### src/rtl/fios_mm_sequencer.sv
// Control sequencer for a word-serial FIOS Montgomery multiplier.
// It accepts tagged requests, steps the operand/result RAM addresses, and reports completion with an error flag.
//
// state | meaning
// IDLE  | ready for a request; holds last addresses
// START | one-cycle start pulse; clears counters and watchdog
// RUN   | follows multiplier strobes; watchdog counting
// RESP  | response presented until resp_ready_i
module fios_mm_sequencer #(
    parameter int s       = 8,
    parameter int TAG_W   = 4,
    parameter int TIMEOUT = 4096
) (
    input  logic                                clock_i,
    input  logic                                reset_n_i,
    input  logic                                req_valid_i,
    input  logic [TAG_W-1:0]                    req_tag_i,
    output logic                                req_ready_o,
    output logic                                start_o,
    input  logic                                b_fetch_i,
    input  logic                                p_fetch_i,
    input  logic                                a_shift_i,
    input  logic                                res_push_i,
    input  logic                                done_i,
    output logic [((s > 1) ? $clog2(s) : 1)-1:0] b_addr_o,
    output logic [((s > 1) ? $clog2(s) : 1)-1:0] p_addr_o,
    output logic [((s > 1) ? $clog2(s) : 1)-1:0] a_cnt_o,
    output logic                                res_we_o,
    output logic [((s > 1) ? $clog2(s) : 1)-1:0] res_addr_o,
    output logic                                resp_valid_o,
    output logic [TAG_W-1:0]                    resp_tag_o,
    output logic                                resp_err_o,
    input  logic                                resp_ready_i,
    output logic                                busy_o
);

    localparam int AW = (s > 1) ? $clog2(s) : 1;
    localparam int CW = $clog2(s + 1);
    localparam int WW = $clog2(TIMEOUT + 1);
    localparam logic [AW-1:0] LAST   = AW'(s - 1);
    localparam logic [CW-1:0] FULL   = CW'(s);
    // Abort once the watchdog is about to reach TIMEOUT-1.
    localparam logic [WW-1:0] WD_LIM = WW'(TIMEOUT - 2);

    typedef enum logic [1:0] {IDLE, START, RUN, RESP} state_t;

    state_t          r_state;
    logic [AW-1:0]   r_b_addr;
    logic [AW-1:0]   r_p_addr;
    logic [AW-1:0]   r_a_cnt;
    logic [CW-1:0]   r_res_cnt;
    logic            r_ovf;
    logic [WW-1:0]   r_wd;
    logic [TAG_W-1:0] r_tag;
    logic            r_err;

    logic            w_run;
    logic            w_push_ok;
    logic            w_push_ovf;
    logic [CW-1:0]   w_cnt_nxt;
    logic            w_ovf_nxt;
    logic            w_timeout;

    assign w_run      = (r_state == RUN);
    assign w_push_ok  = w_run & res_push_i & (r_res_cnt != FULL);
    assign w_push_ovf = w_run & res_push_i & (r_res_cnt == FULL);
    assign w_cnt_nxt  = w_push_ok ? (r_res_cnt + CW'(1)) : r_res_cnt;
    assign w_ovf_nxt  = r_ovf | w_push_ovf;
    assign w_timeout  = (r_wd == WD_LIM);

    always_ff @(posedge clock_i or negedge reset_n_i) begin
        if (!reset_n_i) begin
            r_state   <= IDLE;
            r_b_addr  <= '0;
            r_p_addr  <= '0;
            r_a_cnt   <= '0;
            r_res_cnt <= '0;
            r_ovf     <= 1'b0;
            r_wd      <= '0;
            r_tag     <= '0;
            r_err     <= 1'b0;
        end else begin
            case (r_state)
                IDLE: begin
                    if (req_valid_i) begin
                        r_tag   <= req_tag_i;
                        r_state <= START;
                    end
                end
                START: begin
                    r_b_addr  <= '0;
                    r_p_addr  <= '0;
                    r_a_cnt   <= '0;
                    r_res_cnt <= '0;
                    r_ovf     <= 1'b0;
                    r_wd      <= '0;
                    r_err     <= 1'b0;
                    r_state   <= RUN;
                end
                RUN: begin
                    if (b_fetch_i)
                        r_b_addr <= (r_b_addr == LAST) ? '0 : r_b_addr + AW'(1);
                    if (p_fetch_i)
                        r_p_addr <= (r_p_addr == LAST) ? '0 : r_p_addr + AW'(1);
                    if (a_shift_i && (r_a_cnt != LAST))
                        r_a_cnt <= r_a_cnt + AW'(1);
                    r_res_cnt <= w_cnt_nxt;
                    r_ovf     <= w_ovf_nxt;
                    r_wd      <= r_wd + WW'(1);
                    // done_i wins over a coincident timeout; this cycle's push counts.
                    if (done_i) begin
                        r_err   <= (w_cnt_nxt != FULL) | w_ovf_nxt;
                        r_state <= RESP;
                    end else if (w_timeout) begin
                        r_err   <= 1'b1;
                        r_state <= RESP;
                    end
                end
                RESP: begin
                    if (resp_ready_i)
                        r_state <= IDLE;
                end
                default: r_state <= IDLE;
            endcase
        end
    end

    assign req_ready_o  = (r_state == IDLE);
    assign start_o      = (r_state == START);
    assign busy_o       = (r_state != IDLE);
    assign b_addr_o     = r_b_addr;
    assign p_addr_o     = r_p_addr;
    assign a_cnt_o      = r_a_cnt;
    assign res_we_o     = w_push_ok;
    assign res_addr_o   = AW'(r_res_cnt);
    assign resp_valid_o = (r_state == RESP);
    assign resp_tag_o   = r_tag;
    assign resp_err_o   = r_err;

endmodule

### config.mk
export PLATFORM = sky130hd
export DESIGN_NAME = fios_mm_sequencer
export DESIGN_NICKNAME = d
export VERILOG_FILES = /design/src/rtl/fios_mm_sequencer.sv
export SDC_FILE = /design/constraint.sdc
export NUM_CORES = 1
export LEC_CHECK = 0
export CORE_AREA = 2 2 73 75
export CTS_CLUSTER_DIAMETER = 60
export DETAILED_ROUTE_END_ITERATION = 12
export DIE_AREA = 0 0 75 77
export GPL_ROUTABILITY_DRIVEN = 0
export PLACE_DENSITY = 0.65
export SYNTH_ARGS = -nofsm -noshare
export SYNTH_HDL_FRONTEND = slang
export SYNTH_SLANG_ARGS = --single-unit
export TNS_END_PERCENT = 50
### constraint.sdc
create_clock -name clock_i -period 1.65 [get_ports clock_i]
set_clock_uncertainty 0.2 [all_clocks]
set_input_delay 0.33 -clock clock_i [delete_from_list [all_inputs] [get_ports clock_i]]
set_output_delay 0.33 -clock clock_i [all_outputs]
set_load 0.02 [all_outputs]
# Word-level counts from Yosys, hierarchy flattened
# Cells that the tools add are included.
[totals]
output_inout_bits = 22
register_bits = 34
memories = 0
latch_bits = 0
rom_bits = 0
mem_bits_rw = 0
elab_cells = 65
input_bits = 13
[op_classes]
n_shift = 0
n_addsub = 5
n_reduce_logical = 10
n_mul = 0
magnitude_cmp = 0
div_mod_pow = 0
n_bitwise = 5
n_eq_ne = 16
muxes = 20
[ops]
columns = ["op", "n"]
rows = [
  ["$pmux 13 s2", 1],
  ["$pmux 3 s2", 3],
  ["$mux 3", 5],
  ["$add 13x1->13 const B", 1],
  ["$eq 13x12->1 const B", 1],
  ["$reduce_and 2->1", 5],
  ["$add 3x1->3 const B", 3],
  ["$mux 2", 4],
  ["$ne 4x4->1 const B", 2],
  ["$pmux 2 s4", 1],
  ["$pmux 4 s2", 1],
  ["$eq 3x3->1 const B", 2],
  ["$ne 2x2->1 const B", 3],
  ["$add 4x1->4 const B", 1],
  ["$eq 2x2->1 const B", 2],
  ["$eq 4x4->1 const B", 1],
  ["$mux 4", 1],
  ["$ne 2x1->1 const B", 2],
  ["$pmux 1 s2", 2],
  ["$reduce_bool 2->1", 2],
  ["$and 1x1->1", 3],
  ["$ne 3x2->1 const B", 1],
  ["$ne 3x3->1 const B", 1],
  ["$reduce_and 3->1", 1],
  ["other kinds (5)", 7],
]

# Depth between registers and ports, before layout
[depth]
depth_word = 8
ltp_mapped = 7
depth_no_buf = 6

# Worst setup path before layout
# OpenSTA, ideal clock, no wires.
[synth_path]
path_type = "register to register"
from = "register r_res_cnt[0]"
to = "register r_res_cnt[0]"
arrival_time_ns = 1.640
setup_ns = 0.125
n_path_buf = 1
path_stages_with_launch = 8
slack_ns = -0.314
path_cell_list = "dfrtp_1 -> inv_1 -> ha_1 -> and3b_1 -> buf_6 -> nor2_1 -> o21ai_1 -> mux2_2"
[synth_via]
elab_chain_len = 4
elab_cells_between_ends = 5
cone_classes = "add/sub: 1; eq/ne: 1; mux: 2; bitwise: 1"
[synth_rtl]
columns = ["item", "line_no", "source"]
rows = [
  ["start: declaration", "51", "logic [CW-1:0] r_res_cnt;"],
  ["start signal: assignment", "107", "r_res_cnt <= w_cnt_nxt;"],
  ["$ne 4x4->1", "65", "assign w_push_ok = w_run & res_push_i & (r_res_cnt != FULL);"],
  ["$and 1x1->1", "65", ""],
  ["net res_we_o", "28", "output logic res_we_o,"],
  ["$mux 4", "67", "assign w_cnt_nxt = w_push_ok ? (r_res_cnt + CW'(1)) : r_res_cnt;"],
  ["$pmux 4 s2", "83", "case (r_state)"],
]
# The timed path passes the listed nets, and every way through them passes these cells.
# A chain may end at the register's enable or synchronous reset.

# Worst setup path after layout
[layout_path]
from = "register r_state[1]"
to = "register r_wd[8]"
[layout_via]
elab_chain_len = 2
elab_cells_between_ends = 4
cone_classes = "eq/ne: 2; mux: 1; reduce/logical: 1"
[layout_rtl]
columns = ["item", "line_no", "source"]
rows = [
  ["start: declaration", "47", "state_t r_state;"],
  ["start signal: assignment", "73", "r_state <= IDLE;"],
  ["start signal: assignment", "87", "r_state <= START;"],
  ["start signal: assignment", "98", "r_state <= RUN;"],
  ["$eq 2x2->1 / $eq 2x1->1 (equally long branches)", "83", ""],
  ["$pmux 13 s2 / $reduce_bool 2->1 (equally long branches)", "n/a", ""],
  ["end signal: assignment", "109", "r_wd <= r_wd + WW'(1);"],
  ["end: declaration", "53", "logic [WW-1:0] r_wd;"],
]
# Several ways; a longest one is shown, not always the timed one.

==> results.rst <==
.. list-table::
   :header-rows: 1

   * - Metric
     - Value
   * - Outcome
     - finished with violations
   * - Violated checks
     - setup timing
   * - Utilization after layout
     - 0.662
   * - Global-route wire length before repair
     - 7.94 mm
   * - Number of placement rows
     - 26
   * - Startpoint type of the worst setup path
     - flop
   * - Cell total after placement
     - 325
   * - Number of enable flip-flop cells after synthesis
     - 0
   * - Critical-path cell list
     - buf_6 -> inv_8 -> ha_4 -> nand4_1 -> buf_6 -> or3_4 -> a21oi_2
   * - Ratio of cells with drive above 1 in the final layout
     - 0.460
   * - Syn. warnings
     - 0
   * - Family with the most delay on the worst path
     - simple AND/OR/NAND/NOR gates
   * - Post-detailed-routing wire length
     - 5.31 mm
   * - Clock sink total
     - 34
   * - Mean instance size in the synthesized netlist
     - 9.93 um2
   * - Die span in y
     - 77 um
   * - Highest ir drop seen on vdd
     - 0.000659 V
   * - Normalized max-slew margin
     - 0.782
   * - RSZ-0062 raised after global routing
     - yes
   * - Ports
     - 35
   * - Final cell count without fillers
     - 357
   * - # hold bufs at CTS
     - 0
   * - Number of buffers between clock root and the deepest sink
     - 2
   * - Achievable frequency
     - 509 MHz
   * - Initial antenna violation count
     - 0
   * - Num CTS Buffers
     - 5
   * - Antenna fix cells
     - 0
   * - Via count of the first global-routing pass
     - 1,793
   * - CP max FO
     - 5
   * - Data required time of the critical path
     - 1670 ps
   * - Setup Slack @ Placement
     - -529 ps
   * - Area of the die
     - 0.00578 mm2
   * - Aggregate global routing overflow
     - 0
   * - Number of input and output port buffers inserted
     - 34
   * - Leakage power figure
     - 1.58 nW
   * - Worst Tran Pin Value
     - 323 ps
   * - Number of violations of the max-capacitance limit
     - 0
   * - CTS Root Buffer Type
     - sky130_fd_sc_hd__clkbuf_8
   * - Syn Inst Count
     - 197
   * - Slowest cell delay on critical path
     - 380 ps
   * - Aggregate negative setup slack
     - -5860 ps
   * - Most frequent cell on the critical path
     - sky130_fd_sc_hd__buf_6
   * - Clock edge transition at the registers on the reported setup and hold paths
     - 70 ps
   * - Main flop type after synthesis
     - sky130_fd_sc_hd__dfrtp_1
   * - Power density relative to cell area
     - 1790 mW/mm2
   * - Worst hold margin
     - 208 ps
   * - Total number of H-tree levels
     - 2
   * - Horizontal extent of the die
     - 75 um
   * - Post-detailed-route count of antenna-violating nets
     - 0
   * - CP max-delay cell
     - sky130_fd_sc_hd__dfrtp_1
   * - Number of hold-slack violations in the final timing report
     - 0
   * - Final standard cell area without fillers
     - 0.00329 mm2
   * - WP buf/inv
     - 3
   * - Worst min-delay path category
     - in -> async
   * - Critical Path Start
     - r_state[1]
   * - Total power
     - 5.89 mW
   * - Proportion of synthesized chip area in sequential cells
     - 0.435
   * - Post-route fraction of the period consumed by the critical path
     - 1.19
   * - Number of vias per cell
     - 4.99
   * - Category of the worst setup path capture point
     - flop
   * - Final layout net count
     - 314
   * - Synthesized area
     - 0.00196 mm2
   * - Post-route DRC violation count
     - 0
   * - Area added between synthesis and finish
     - 68.4%
   * - Clock tree from TritonCTS
     - done
   * - Post-layout min period
     - 1970 ps
   * - Area inside the core boundary
     - 0.00498 mm2
   * - Initial Util
     - 0.393
   * - Vias
     - 1,781
   * - Data arrival time of the critical path
     - 1980 ps
   * - TritonRoute pass-1 iters
     - 4
   * - Unique masters post-synth
     - 41
   * - Async S/R FF share, synth
     - 1.00
   * - Post-synthesis net count
     - 225
   * - Type of the setup path with the least slack
     - reg -> reg
   * - Maximum number of pins on one net before global-route repair
     - 35
   * - Final worst-path setup slack
     - -316 ps
   * - Detail Placement HPWL
     - 3.12 mm
   * - Slew Viols, Final
     - 0
   * - Count of final setup violators
     - 35
   * - Number of register bits inferred by synthesis
     - 34
   * - Clock latency reported for the late side of the worst-skew pair
     - 290 ps
   * - Placed instance area
     - 0.00264 mm2
   * - Drt initial violations
     - 88
   * - Critical register-to-register path startpoint
     - r_state[1]
   * - GRT Overall Usage
     - 0.180
   * - DR WL/cell
     - 14.9 um
[power by group]
group | internal, mW | switching (mW) | total (mW)
clock | 0.421 | 0.302 | 0.724
sequential | 1.05 | 0.175 | 1.23
combinational | 2.11 | 1.83 | 3.94
[state kept, by name, summed over array words and instances (netlist names)]
signal / count
b_addr_o: 3
resp_err_o: 1
r_state: 2
p_addr_o: 3
r_ovf: 1
r_wd: 13
a_cnt_o: 3
r_res_cnt: 4
resp_tag_o: 4
[layout by cell type, fill, tap and decap left out, drive strengths merged, types with 3 or more instances in the layout]
cell,n
a21oi,4
and4,3
buf,61
clkbuf,10
clkdlybuf4s50,12
dfrtp,34
dlygate4sd2,14
ha,15
inv,11
mux2,7
mux2i,10
nand2,23
nand3,8
nand4,5
nor2,13
nor3,4
o21ai,14
o22ai,4
or3,3
xnor2,3
xor2,5
[cell families after synthesis]
logic type,synth area share
AO/OA/AOI/OAI,0.100
XOR/XNOR,0.0358
adder cells (fa/ha/maj),0.0959
buffers and inverters,0.0563
flip-flops,0.435
multiplexers,0.0914
AND/OR/NAND/NOR,0.185
[what timing repair did]
item / in CTS / in global routing
pin swaps: 16 / 27
setup endpoints to repair: 48 / 37
endpoints found under the hold margin: 0 / 0
buffers inserted: 14 / 10
gates resized for setup: 95 / 52
cloned: 1 / 1
[routing by layer]
layer | global-route usage | part of all wire | vias to the layer above
li1 | - | - | 869
met1 | 0.219 | 0.43 | 855
met2 | 0.299 | 0.51 | 48
met3 | 0.0434 | 0.051 | 9
met4 | 0.0714 | 0.015 | 0
met5 | 0 | 0 | -
[final cells by class]
type / instances / area (um2)
Sequential cell: 34 / 851
Multi-Input combinational cell: 143 / 1310
Tap cell: 70 / 87.6
Timing Repair Buffer: 91 / 876
Inverter: 11 / 58.8
Clock buffer: 8 / 110
Fill cell: 379 / 1680
[final timing paths]
| kind | cells after the start | end | slack, ps |
|---|---|---|---|
| max in group asynchronous | 2 | r_wd[3] | 850 |
| worst min register to register | 1 | resp_tag_o[3] | 300 |
| worst max register to register | 7 | r_wd[8] | -320 |
| worst max-delay path | 7 | r_wd[8] | -320 |
| worst min-delay path | 2 | p_addr_o[2] | 210 |
| min in group clock_i | 1 | resp_tag_o[3] | 300 |
[cell usage after synthesis (4+ instances only)]
| library cell | n | area (um2) |
|---|---|---|
| sky130_fd_sc_hd__o21ai_0 | 13 | 65.1 |
| sky130_fd_sc_hd__nand2_1 | 23 | 86.3 |
| sky130_fd_sc_hd__a21oi_1 | 4 | 20.0 |
| sky130_fd_sc_hd__ha_1 | 15 | 188 |
| sky130_fd_sc_hd__inv_1 | 11 | 41.3 |
| sky130_fd_sc_hd__nand4_1 | 5 | 31.3 |
| sky130_fd_sc_hd__mux2_2 | 6 | 67.6 |
| sky130_fd_sc_hd__dfrtp_1 | 34 | 851 |
| sky130_fd_sc_hd__nand3_1 | 8 | 40.0 |
| sky130_fd_sc_hd__nor2_1 | 13 | 48.8 |
| sky130_fd_sc_hd__mux2i_1 | 10 | 100 |
| sky130_fd_sc_hd__xor2_1 | 5 | 43.8 |
| sky130_fd_sc_hd__nor3_1 | 4 | 20.0 |
| sky130_fd_sc_hd__o22ai_1 | 4 | 25.0 |
Power figures use the tool's default switching activity.
